File: src/rtl/rf_wb_arbiter.sv
// Register-file writeback arbiter: two one-entry slots (ALU, load) share the single write port.
// Optional RF_WB_SCOREBOARD_EN adds a pending-register scoreboard with two hazard query ports.
module rf_wb_arbiter #(
   parameter int DATA_W = 32,
   parameter int ADDR_W = 5
) (
   input  logic              clk,
   input  logic              rst,
   input  logic              alu_valid,
   output logic              alu_ready,
   input  logic [ADDR_W-1:0] alu_addr,
   input  logic [DATA_W-1:0] alu_data,
   input  logic              ld_valid,
   output logic              ld_ready,
   input  logic [ADDR_W-1:0] ld_addr,
   input  logic [DATA_W-1:0] ld_data,
   output logic              rf_we,
   output logic [ADDR_W-1:0] rf_addr,
   output logic [DATA_W-1:0] rf_data,
   output logic              busy
`ifdef RF_WB_SCOREBOARD_EN
   ,
   input  logic [ADDR_W-1:0]    qa_addr,
   input  logic [ADDR_W-1:0]    qb_addr,
   output logic                 qa_hazard,
   output logic                 qb_hazard,
   output logic [2**ADDR_W-1:0] pending
`endif
);

   logic              alu_sv;
   logic [ADDR_W-1:0] alu_sa;
   logic [DATA_W-1:0] alu_sd;
   logic              ld_sv;
   logic [ADDR_W-1:0] ld_sa;
   logic [DATA_W-1:0] ld_sd;

   // ld_older: load slot was captured strictly before the ALU slot
   logic              ld_older;
   // rr_ld: round-robin pointer names the load requester
   logic              rr_ld;
   logic [ADDR_W-1:0] last_addr;
   logic [DATA_W-1:0] last_data;

   logic grant_alu;
   logic grant_ld;
   logic alu_acc;
   logic ld_acc;
   logic alu_load;
   logic ld_load;
   logic alu_keep;
   logic ld_keep;

   always_comb begin
      grant_alu = 1'b0;
      grant_ld  = 1'b0;
      if (alu_sv && ld_sv) begin
         if (alu_sa == ld_sa) begin
            if (ld_older) grant_ld  = 1'b1;
            else          grant_alu = 1'b1;
         end else if (rr_ld) begin
            grant_ld = 1'b1;
         end else begin
            grant_alu = 1'b1;
         end
      end else if (alu_sv) begin
         grant_alu = 1'b1;
      end else if (ld_sv) begin
         grant_ld = 1'b1;
      end
   end

   assign alu_ready = !alu_sv || grant_alu;
   assign ld_ready  = !ld_sv || grant_ld;

   assign alu_acc  = alu_valid && alu_ready;
   assign ld_acc   = ld_valid && ld_ready;
   // Writes to register 0 complete the handshake but never occupy a slot
   assign alu_load = alu_acc && (alu_addr != '0);
   assign ld_load  = ld_acc && (ld_addr != '0);
   assign alu_keep = alu_sv && !grant_alu;
   assign ld_keep  = ld_sv && !grant_ld;

   always_ff @(posedge clk or posedge rst) begin
      if (rst) begin
         alu_sv    <= 1'b0;
         alu_sa    <= '0;
         alu_sd    <= '0;
         ld_sv     <= 1'b0;
         ld_sa     <= '0;
         ld_sd     <= '0;
         ld_older  <= 1'b0;
         rr_ld     <= 1'b0;
         last_addr <= '0;
         last_data <= '0;
      end else begin
         alu_sv <= alu_load || alu_keep;
         ld_sv  <= ld_load || ld_keep;
         if (alu_load) begin
            alu_sa <= alu_addr;
            alu_sd <= alu_data;
         end
         if (ld_load) begin
            ld_sa <= ld_addr;
            ld_sd <= ld_data;
         end
         // Same-edge capture counts the ALU as older, so the load value lands last
         if (alu_load || ld_load)
            ld_older <= alu_load && !ld_load && ld_keep;
         if (alu_sv && ld_sv)
            rr_ld <= grant_alu;
         if (grant_alu) begin
            last_addr <= alu_sa;
            last_data <= alu_sd;
         end else if (grant_ld) begin
            last_addr <= ld_sa;
            last_data <= ld_sd;
         end
      end
   end

   always_comb begin
      rf_we   = grant_alu || grant_ld;
      rf_addr = last_addr;
      rf_data = last_data;
      if (grant_alu) begin
         rf_addr = alu_sa;
         rf_data = alu_sd;
      end else if (grant_ld) begin
         rf_addr = ld_sa;
         rf_data = ld_sd;
      end
   end

   assign busy = alu_sv || ld_sv;

`ifdef RF_WB_SCOREBOARD_EN
   always_comb begin
      pending = '0;
      if (alu_sv) pending[alu_sa] = 1'b1;
      if (ld_sv)  pending[ld_sa]  = 1'b1;
      pending[0] = 1'b0;
   end

   // Hazard also covers a request being offered this cycle, before it reaches a slot
   always_comb begin
      qa_hazard = pending[qa_addr]
                  || (alu_valid && (alu_addr == qa_addr) && (qa_addr != '0))
                  || (ld_valid && (ld_addr == qa_addr) && (qa_addr != '0));
      qb_hazard = pending[qb_addr]
                  || (alu_valid && (alu_addr == qb_addr) && (qb_addr != '0))
                  || (ld_valid && (ld_addr == qb_addr) && (qb_addr != '0));
   end
`endif

endmodule

File: config.mk
export PLATFORM = sky130hd
export DESIGN_NAME = rf_wb_arbiter
export DESIGN_NICKNAME = d
export VERILOG_FILES = /design/src/rtl/rf_wb_arbiter.sv
export SDC_FILE = /design/constraint.sdc
export NUM_CORES = 1
export LEC_CHECK = 0
export ABC_AREA = 0
export ABC_CLOCK_PERIOD_IN_PS = 5000
export CORE_MARGIN = 10
export CORE_UTILIZATION = 39
export CTS_CLUSTER_DIAMETER = 80
export DETAILED_ROUTE_END_ITERATION = 16
export GPL_ROUTABILITY_DRIVEN = 0
export HOLD_SLACK_MARGIN = 0.03
export PLACE_DENSITY = 0.72
export SETUP_SLACK_MARGIN = 0.15
export SLEW_MARGIN = 20
export SYNTH_ARGS = -nofsm -noshare
export SYNTH_HDL_FRONTEND = slang
export SYNTH_SLANG_ARGS = --single-unit
File: constraint.sdc
create_clock -name clk -period 5 [get_ports clk]
set_input_delay 1 -clock clk [delete_from_list [all_inputs] [get_ports clk]]
set_output_delay 1 -clock clk [all_outputs]
set_load 0.02 [all_outputs]
# Word-level counts from Yosys, hierarchy flattened
# Index checks and enable logic that the tools add are counted.
[totals] ff_bits=115 elab_cells=49
[op_classes] n_eq_ne=1 mux=15 n_reduce_logical=23
[op_table] cell="$mux 32" n=2
[op_table] cell="$mux 1" n=11
[op_table] cell="$mux 5" n=2
[op_table] cell="$reduce_bool 5->1" n=2
[op_table] cell="$logic_and 1x1->1" n=9
[op_table] cell="$logic_or 1x1->1" n=7
[op_table] cell="$eq 5x5->1" n=1
[op_table] cell="$logic_not 1->1" n=5

# Longest topological paths before layout
# Gate-level depths: netlist of the first run.
[depth] ltp_word=9 depth_mapped=8

# Worst setup path after synthesis of the first run
# OpenSTA, ideal clock, no wires.
[synth_timing] path_type="register to output" startpoint="reg ld_sa[3]" endpoint="out rf_data[1]" t_arrival_ns=1.865 t_required_ns=4.000 setup_slack_ns=2.135 path_stages_with_launch=6 n_path_buf=1 cell_sequence="dfrtp_1 -> xnor2_1 -> a21oi_1 -> a2111oi_4 -> clkbuf_1 -> o21ai_0"
[synth_between] elab_chain_len=5 elab_cells_between_ends=7 cone_classes="eq/ne (1); mux (6)"
[synth_lines] element="from (decl)" line_no="35" rtl="logic [ADDR_W-1:0] ld_sa;"
[synth_lines] element="from (signal assigned)" line_no="104" rtl="ld_sa <= ld_addr;"
[synth_lines] element="$eq 5x5->1 (*)" line_no="58" rtl="if (alu_sa == ld_sa) begin"
[synth_lines] element="$mux 1" line_no="58"
[synth_lines] element="$mux 1" line_no="57" rtl="if (alu_sv && ld_sv) begin"
[synth_lines] element="$mux 32"
[synth_lines] element="$mux 32 (*)"
[synth_lines] element="to (decl)" line_no="19" rtl="output logic [DATA_W-1:0] rf_data,"
# Mark *: on every way between the ends. The rest lies on a longest branch, timed or not.

# Worst setup path after layout of the first run
[layout_timing] startpoint="reg ld_sv" endpoint="out ld_ready"
[layout_between] elab_chain_len=4 elab_cells_between_ends=6 cone_classes="mux (3); reduce/logical (3)"
[layout_lines] element="from (decl)" line_no="34" rtl="logic ld_sv;"
[layout_lines] element="from (signal assigned)" line_no="98" rtl="ld_sv <= ld_load || ld_keep;"
[layout_lines] element="$mux 1" line_no="68" rtl="end else if (ld_sv) begin"
[layout_lines] element="$mux 1" line_no="66" rtl="end else if (alu_sv) begin"
[layout_lines] element="$mux 1" line_no="57"
[layout_lines] element="$logic_or 1x1->1 (*)" line_no="74" rtl="assign ld_ready = !ld_sv || grant_ld;"
[layout_lines] element="to (decl)" line_no="14" rtl="output logic ld_ready,"
# Marked as above.

==> results of run 1 <==
logic make-up (layout without fill, tap and decap cells):
group	Yosys count	count (layout)	synth area share
DFF	115	115	0.5969
buffers and inverters	24	163	0.02699
muxes	110	110	0.2471
AOI/OAI and AO/OA	48	48	0.06203
and+or+nand+nor	62	62	0.05788
xor gates and xnor gates	5	5	0.009083
cells in the final DEF, fill, tap and decap left out, drive strengths merged, types with 3 or more instances in the layout:
cell | netlist | layout
nor3 | 3 | 3
clkinvlp | 0 | 5
clkdlybuf4s50 | 0 | 118
bufinv | 0 | 3
o32ai | 3 | 3
nor2 | 3 | 3
dfrtp | 115 | 115
mux2 | 72 | 72
inv | 5 | 6
clkbuf | 7 | 21
mux2i | 38 | 38
xnor2 | 5 | 5
buf | 12 | 8
nand2 | 47 | 47
o21ai | 38 | 38
synthesized netlist by cell type:
cell / instances
a2111oi_4: 1
clkbuf_1: 7
or4_1: 2
or2_2: 2
nand3_1: 2
dfrtp_1: 115
a311oi_2: 1
o32ai_1: 3
nor3_4: 1
buf_6: 3
and4_1: 1
o211a_1: 1
buf_1: 1
and3_1: 1
xnor2_1: 5
mux2i_1: 38
mux2_1: 13
a21oi_1: 1
o21ba_2: 1
buf_4: 3
inv_1: 5
o21ai_0: 30
o221ai_1: 1
a31oi_1: 1
nor3_1: 2
mux2_2: 59
nor2_1: 3
buf_2: 5
o21ai_1: 8
nor4_2: 1
nand2_1: 47
registers in the layout, summed over array words and instances, names as in the netlist:
signal	flops
alu_sv	1
ld_older	1
ld_sv	1
alu_sa	5
last_addr	5
rr_ld	1
last_data	32
ld_sd	32
alu_sd	32
ld_sa	5
power by group:
| group | switching [mW] | internal [mW] |
|---|---|---|
| Clock | 0.422 | 0.799 |
| Combinational | 0.875 | 0.792 |
| Sequential | 0.179 | 1.28 |
final cells by class:
| class | count | share of cell area |
|---|---|---|
| multi-input combinational | 225 | 0.2684 |
| clock inverter | 11 | 0.02272 |
| inverter | 5 | 0.003140 |
| tap | 168 | 0.03103 |
| sequential | 115 | 0.4250 |
| timing repair buffer | 126 | 0.1832 |
| clock buffer | 21 | 0.06649 |
layer usage:
metal | routed length (um) | share of wire | GRT usage
met4 | 76 | 0.0064 | 0.04125
met1 | 5086 | 0.43 | 0.1652
met5 | 0 | 0 | 0
met2 | 6026 | 0.51 | 0.2343
met3 | 717 | 0.060 | 0.05564
worst paths after layout:
| kind | endpoint | slack (ns) |
|---|---|---|
| setup / recovery | ld_ready | 0.77 |
| hold / removal | ld_sd[14] | 0.49 |
| setup reg to reg | alu_sd[28] | 1.75 |
| hold reg to reg | ld_sd[14] | 0.49 |
| max in group asynchronous | last_data[16] | 2.92 |
| min in group asynchronous | ld_sd[17] | 1.09 |
worst max-delay path, delay by kind of cell, from the launching register on:
kind / cells / cell delay, ns
buffers and inverters: 2 / 1.04
AND/OR/NAND/NOR: 3 / 0.94
flip-flops: 1 / 0.80
==> key figures, run 1 <==
Route
  • DRT antenna net count: 0
  • # DRC: 0
  • Wire length per cell: around 18 um
  • Initial drt markers: roughly 240
  • Vias per cell: between 4 and 5
  • DRT Pass-1 Iters: 4
  • Post-Route WL: approximately 12 mm
  • DR vias: 3279

STA
  • Hold WS: between 0.4 and 0.5 ns
  • Fin crit period: approximately 4.2 ns
  • Final setup skew: approximately 0.009 ns
  • Fmax: 236.4 MHz
  • Final Hold Fails: 0
  • Final Cycle Share: 0.8460
  • Final setup violation count: 0
  • Post-Route Setup TNS: 0 ns
  • Pins Over Slew Limit: 0
  • Slew at the pin closest to its max-slew limit: between 0.9 and 1 ns
  • RSZ-0062 raised after global routing: false
  • Final worst setup slack: between 0.7 and 0.8 ns
  • Slew margin rel.: 0.3502

Yosys
  • Mapped cell area: ~0.0048 mm2
  • Largest cells by area after synthesis: dfrtp_1 60%, mux2_2 14%, mux2i_1 7.9%
  • Area leader, netlist: dfrtp_1
  • FF+latch count, synth: 115
  • Mapped Cells: between 300 and 400
  • Mapped Nets: 442
  • Avg Inst Size Synth: approximately 13 um2
  • Synth warn: 0
  • Yosys top cell area share: 0.5969
  • Register area share after synthesis: 0.5969
  • Unique masters post-synth: 31

GRT
  • First-pass GRT wire length: 19.61 mm
  • GR Overflow Total: 0
  • Total track usage: 0.1413
  • Initial antenna violation count: 0
  • Largest net degree at the start of global routing: 65
  • Vias in the first global route: approximately 3700

Clocking
  • CTS clk-pin slew, worst paths: 0.06 ns
  • CTS H-tree depth: 4
  • Clock tree from TritonCTS: yes
  • PostCTS Resize Cnt: 0
  • Num CTS Buffers: 17
  • CTS root buf: clkbuf_16
  • CTS Hold Buffers Added: 0
  • Clk Latency, worst-skew pair: just over 0.4 ns
  • Clk buf depth: 2
  • Post-CTS Setup Bufs: 0
  • Clock Sinks: approximately 120

Floorplanning
  • Full die area: 0.01721 mm2
  • Die height: approximately 130 um
  • Core ar.: roughly 0.012 mm2
  • I/O pin count: 119
  • Die width: 131.2 um
  • Initial Util: 0.3997
  • Num rows: 40

Layout
  • Fillers: around 1000
  • Area of the multi-input gates: approximately 0.0018 mm2
  • Cell area after layout: a little under 0.007 mm2
  • Final std cells w/o fill: roughly 670
  • Antenna cells: 0
  • Reg area: 0.002879 mm2
  • Area grow syn2layout: 40.51%
  • Final core occ: 0.5616
  • Fraction of layout cells with a size suffix above 1: 0.2107
  • Layout Nets: about 570

Worst setup path
  • Crit. Startpoint: ld_sv
  • Critical path arrival: 3.23 ns
  • Crit path max-delay cell type: dfrtp_2
  • R2r startpoint: ld_sv
  • Setup crit start kind: flip-flop
  • Crit-path max FO: 23
  • Crit-path max cell delay: around 0.80 ns
  • Depth of the most critical reg-to-reg path: 7
  • Data required, critical path: around 4.0 ns
  • Setup CP Type: reg -> out
  • Critical Path End Type: output pin
  • Critical-path cell list: buf_4, nand2_1, nor4_2, nor2_1, clkdlybuf4s50_1

Flow run
  • Max-Cap Viols: 0

Place
  • Place WS: approximately 1.2 ns
  • Post-DP HPWL: around 8.4 mm
  • IO buf count: between 100 and 150
  • Placed Area: 0.006170 mm2
  • Placed Cells: 639

Min path
  • Hold Crit Class: reg -> reg
  • Worst hold start: ld_sd[14]
  • Hold depth: 1

Power and ir drop
  • PwrDens: ~640 mW/mm2
  • Final Power: about 4.3 mW
  • LEAKAGE: a little under 3 nW
  • VDD IR-drop max: roughly 0.00038 V

Status
  • Status: complete, no violations
No activity file was read; power rests on OpenSTA's default activity.
==> run 2, diff against run 1 <==
Settings changed: ABC_CLOCK_PERIOD_IN_PS 5000 to 3400, PLACE_DENSITY 0.72 to 0.74.
Clock period 5 ns to 3.4 ns, I/O delays scaled along.
==> run 2 against run 1 <==
Setup slack worse by 0.54 ns. Wire length is 11% higher. Sequential cell count stayed put. Non-clock buffer count is 9 higher. Sequential share of layout area is 0.62 points lower. Critical endpoint is now rf_data[8]. Largest cell class unchanged. Highest routed layer unchanged. Die area stayed put. First-iteration DRC count is 11% higher. Via count is 3.7% higher. Sequential power is 46% higher. Clock skew is 0.0036 ns higher. Largest power group unchanged. Register-to-register slack worse by 0.89 ns.
==> key figures, run 2 (synthesized netlist as in run 1, its figures left out) <==
Status
  • Status: complete, no violations

GRT
  • GR Overflow Total: 0
  • First-pass GRT wire length: just over 20 mm
  • Largest net degree at the start of global routing: 116
  • Total track usage: 0.1507
  • Initial antenna violation count: 0
  • Vias in the first global route: between 3000 and 4000

Worst setup path
  • Depth of the most critical reg-to-reg path: 7
  • Data required, critical path: between 2 and 3 ns
  • Reg2Reg Setup Slack: approximately 0.86 ns
  • Critical Path End Type: output pin
  • Setup crit start kind: flip-flop
  • Crit-path max FO: 18
  • Setup CP Type: reg -> out
  • Critical path arrival: around 2.5 ns

Clocking
  • Clock Sinks: between 100 and 150
  • CTS clk-pin slew, worst paths: about 0.050 ns
  • Num CTS Buffers: 17
  • Clock tree from TritonCTS: yes
  • Clk buf depth: 2
  • CTS root buf: clkbuf_16
  • CTS Hold Buffers Added: 0
  • Clk Latency, worst-skew pair: 0.42 ns
  • CTS H-tree depth: 4

Power and ir drop
  • VDD IR-drop max: between 0.0005 and 0.0006 V
  • Final Power: 6.643 mW
  • PwrDens: 965.8 mW/mm2
  • LEAKAGE: 3.043 nW

Layout
  • Area of the multi-input gates: roughly 0.0019 mm2
  • Reg area: a little under 0.003 mm2
  • Final std cells w/o fill: between 600 and 700
  • Most common cell after layout, fill and taps aside: dfrtp_1
  • Area grow syn2layout: 42.67%
  • Most frequent cells in the layout: 113 x dfrtp_1, 81 x clkdlybuf4s50_1, 59 x mux2_2
  • Antenna cells: 0
  • Layout Nets: 577
  • Top flop regs: alu_sd (32), last_data (32), ld_sd (32)
  • Cell area after layout: 0.006878 mm2
  • Final core occ: 0.5702
  • Fraction of layout cells with a size suffix above 1: 0.3164
  • Fillers: roughly 1000

Place
  • Post-DP HPWL: about 8.0 mm
  • Placed Cells: about 640
  • Placed Area: just over 0.006 mm2
  • IO buf count: 118
  • Place WS: 0.09307 ns

Floorplanning
  • Die height: approximately 130 um
  • Core ar.: ~0.012 mm2
  • Num rows: 40
  • I/O pin count: ~120
  • Initial Util: 0.3997
  • Full die area: between 0.015 and 0.02 mm2
  • Die width: around 130 um

Route
  • DR vias: 3400
  • Wire length per cell: slightly below 20 um
  • Vias per cell: about 5.0
  • DRT antenna net count: 0
  • DRT Pass-1 Iters: 4
  • Post-Route WL: approximately 13 mm
  • # DRC: 0
  • Initial drt markers: 270

Flow run
  • Max-Cap Viols: 0

Min path
  • Hold depth: 1
  • Hold Crit Class: reg -> reg

STA
  • Fin crit period: 3.167 ns
  • Final Hold Fails: 0
  • Slew at the pin closest to its max-slew limit: between 0.6 and 0.7 ns
  • Final setup violation count: 0
  • Final worst setup slack: approximately 0.23 ns
  • Fmax: between 300 and 400 MHz
  • Hold WS: about 0.48 ns
  • Final Cycle Share: 0.9314
  • Post-Route Setup TNS: 0 ns
  • Slew margin rel.: 0.5861
  • RSZ-0062 raised after global routing: true
  • Final setup skew: 0.01285 ns
  • Pins Over Slew Limit: 0
## run 2: cell types whose count changed in the layout (fill, tap and decap cells not counted), moves of 2 or more
cell / before / now
buf_4: 8 / 13
clkinv_4: 2 / 0
xnor2_1: 5 / 0
clkbuf_8: 1 / 3
clkbuf_16: 17 / 19
buf_12: 0 / 3
clkbuf_2: 0 / 4
buf_2: 0 / 29
o21ai_0: 30 / 26
bufinv_16: 3 / 5
clkbuf_1: 3 / 0
clkdlybuf4s50_1: 118 / 81
xnor2_2: 0 / 5
o21ai_1: 8 / 12
## run 2: worst max-delay path, stage by stage (launching register included)
cell and delay, ns:
dfrtp_2 0.44, xnor2_2 0.18, and4_1 0.25, a2111oi_4 0.41, buf_6 0.19, clkbuf_16 0.19
nand2_1 0.06, o21ai_0 0.12, buf_2 0.23
## run 2: power by group
group	total [mW]	internal (mW)	switching [mW]
combinational	2.50	1.06	1.44
sequential	2.13	1.88	0.253
clock	2.01	1.36	0.651
## run 2: metal layers
| metal | vias up | GRT usage | share of wire |
|---|---|---|---|
| met5 | - | 0 | 0 |
| li1 | 1566 | - | - |
| met1 | 1727 | 0.1785 | 0.44 |
| met2 | 93 | 0.2427 | 0.50 |
| met4 | 0 | 0.06063 | 0.013 |
| met3 | 14 | 0.05526 | 0.046 |
## run 2: what timing repair did
action | 4_1_cts | 5_1_grt
resized for setup | 139 | 54
endpoints found under the hold margin | 0 | 0
pin swaps | 1 | 3
buffers inserted | 2 | 4
endpoints found under the setup margin | 39 | 38
gates cloned | 1 | 2
## run 2: final timing paths
kind,from,to
setup / recovery,alu_sa[3],rf_data[8]
min in group asynchronous,rst,ld_sd[11]
setup reg to reg,ld_sa[1],ld_sd[26]
hold / removal,ld_sd[16],ld_sd[16]
max in group asynchronous,rst,ld_sv
hold reg to reg,ld_sd[16],ld_sd[16]
## run 2: layout make-up
class	count	area share
Clock buffer	20	0.06786
Clock inverter	12	0.02929
Inverter	5	0.003275
Multi-Input combinational cell	225	0.2712
Sequential cell	115	0.4188
Tap cell	168	0.03056
Timing Repair Buffer	135	0.1790
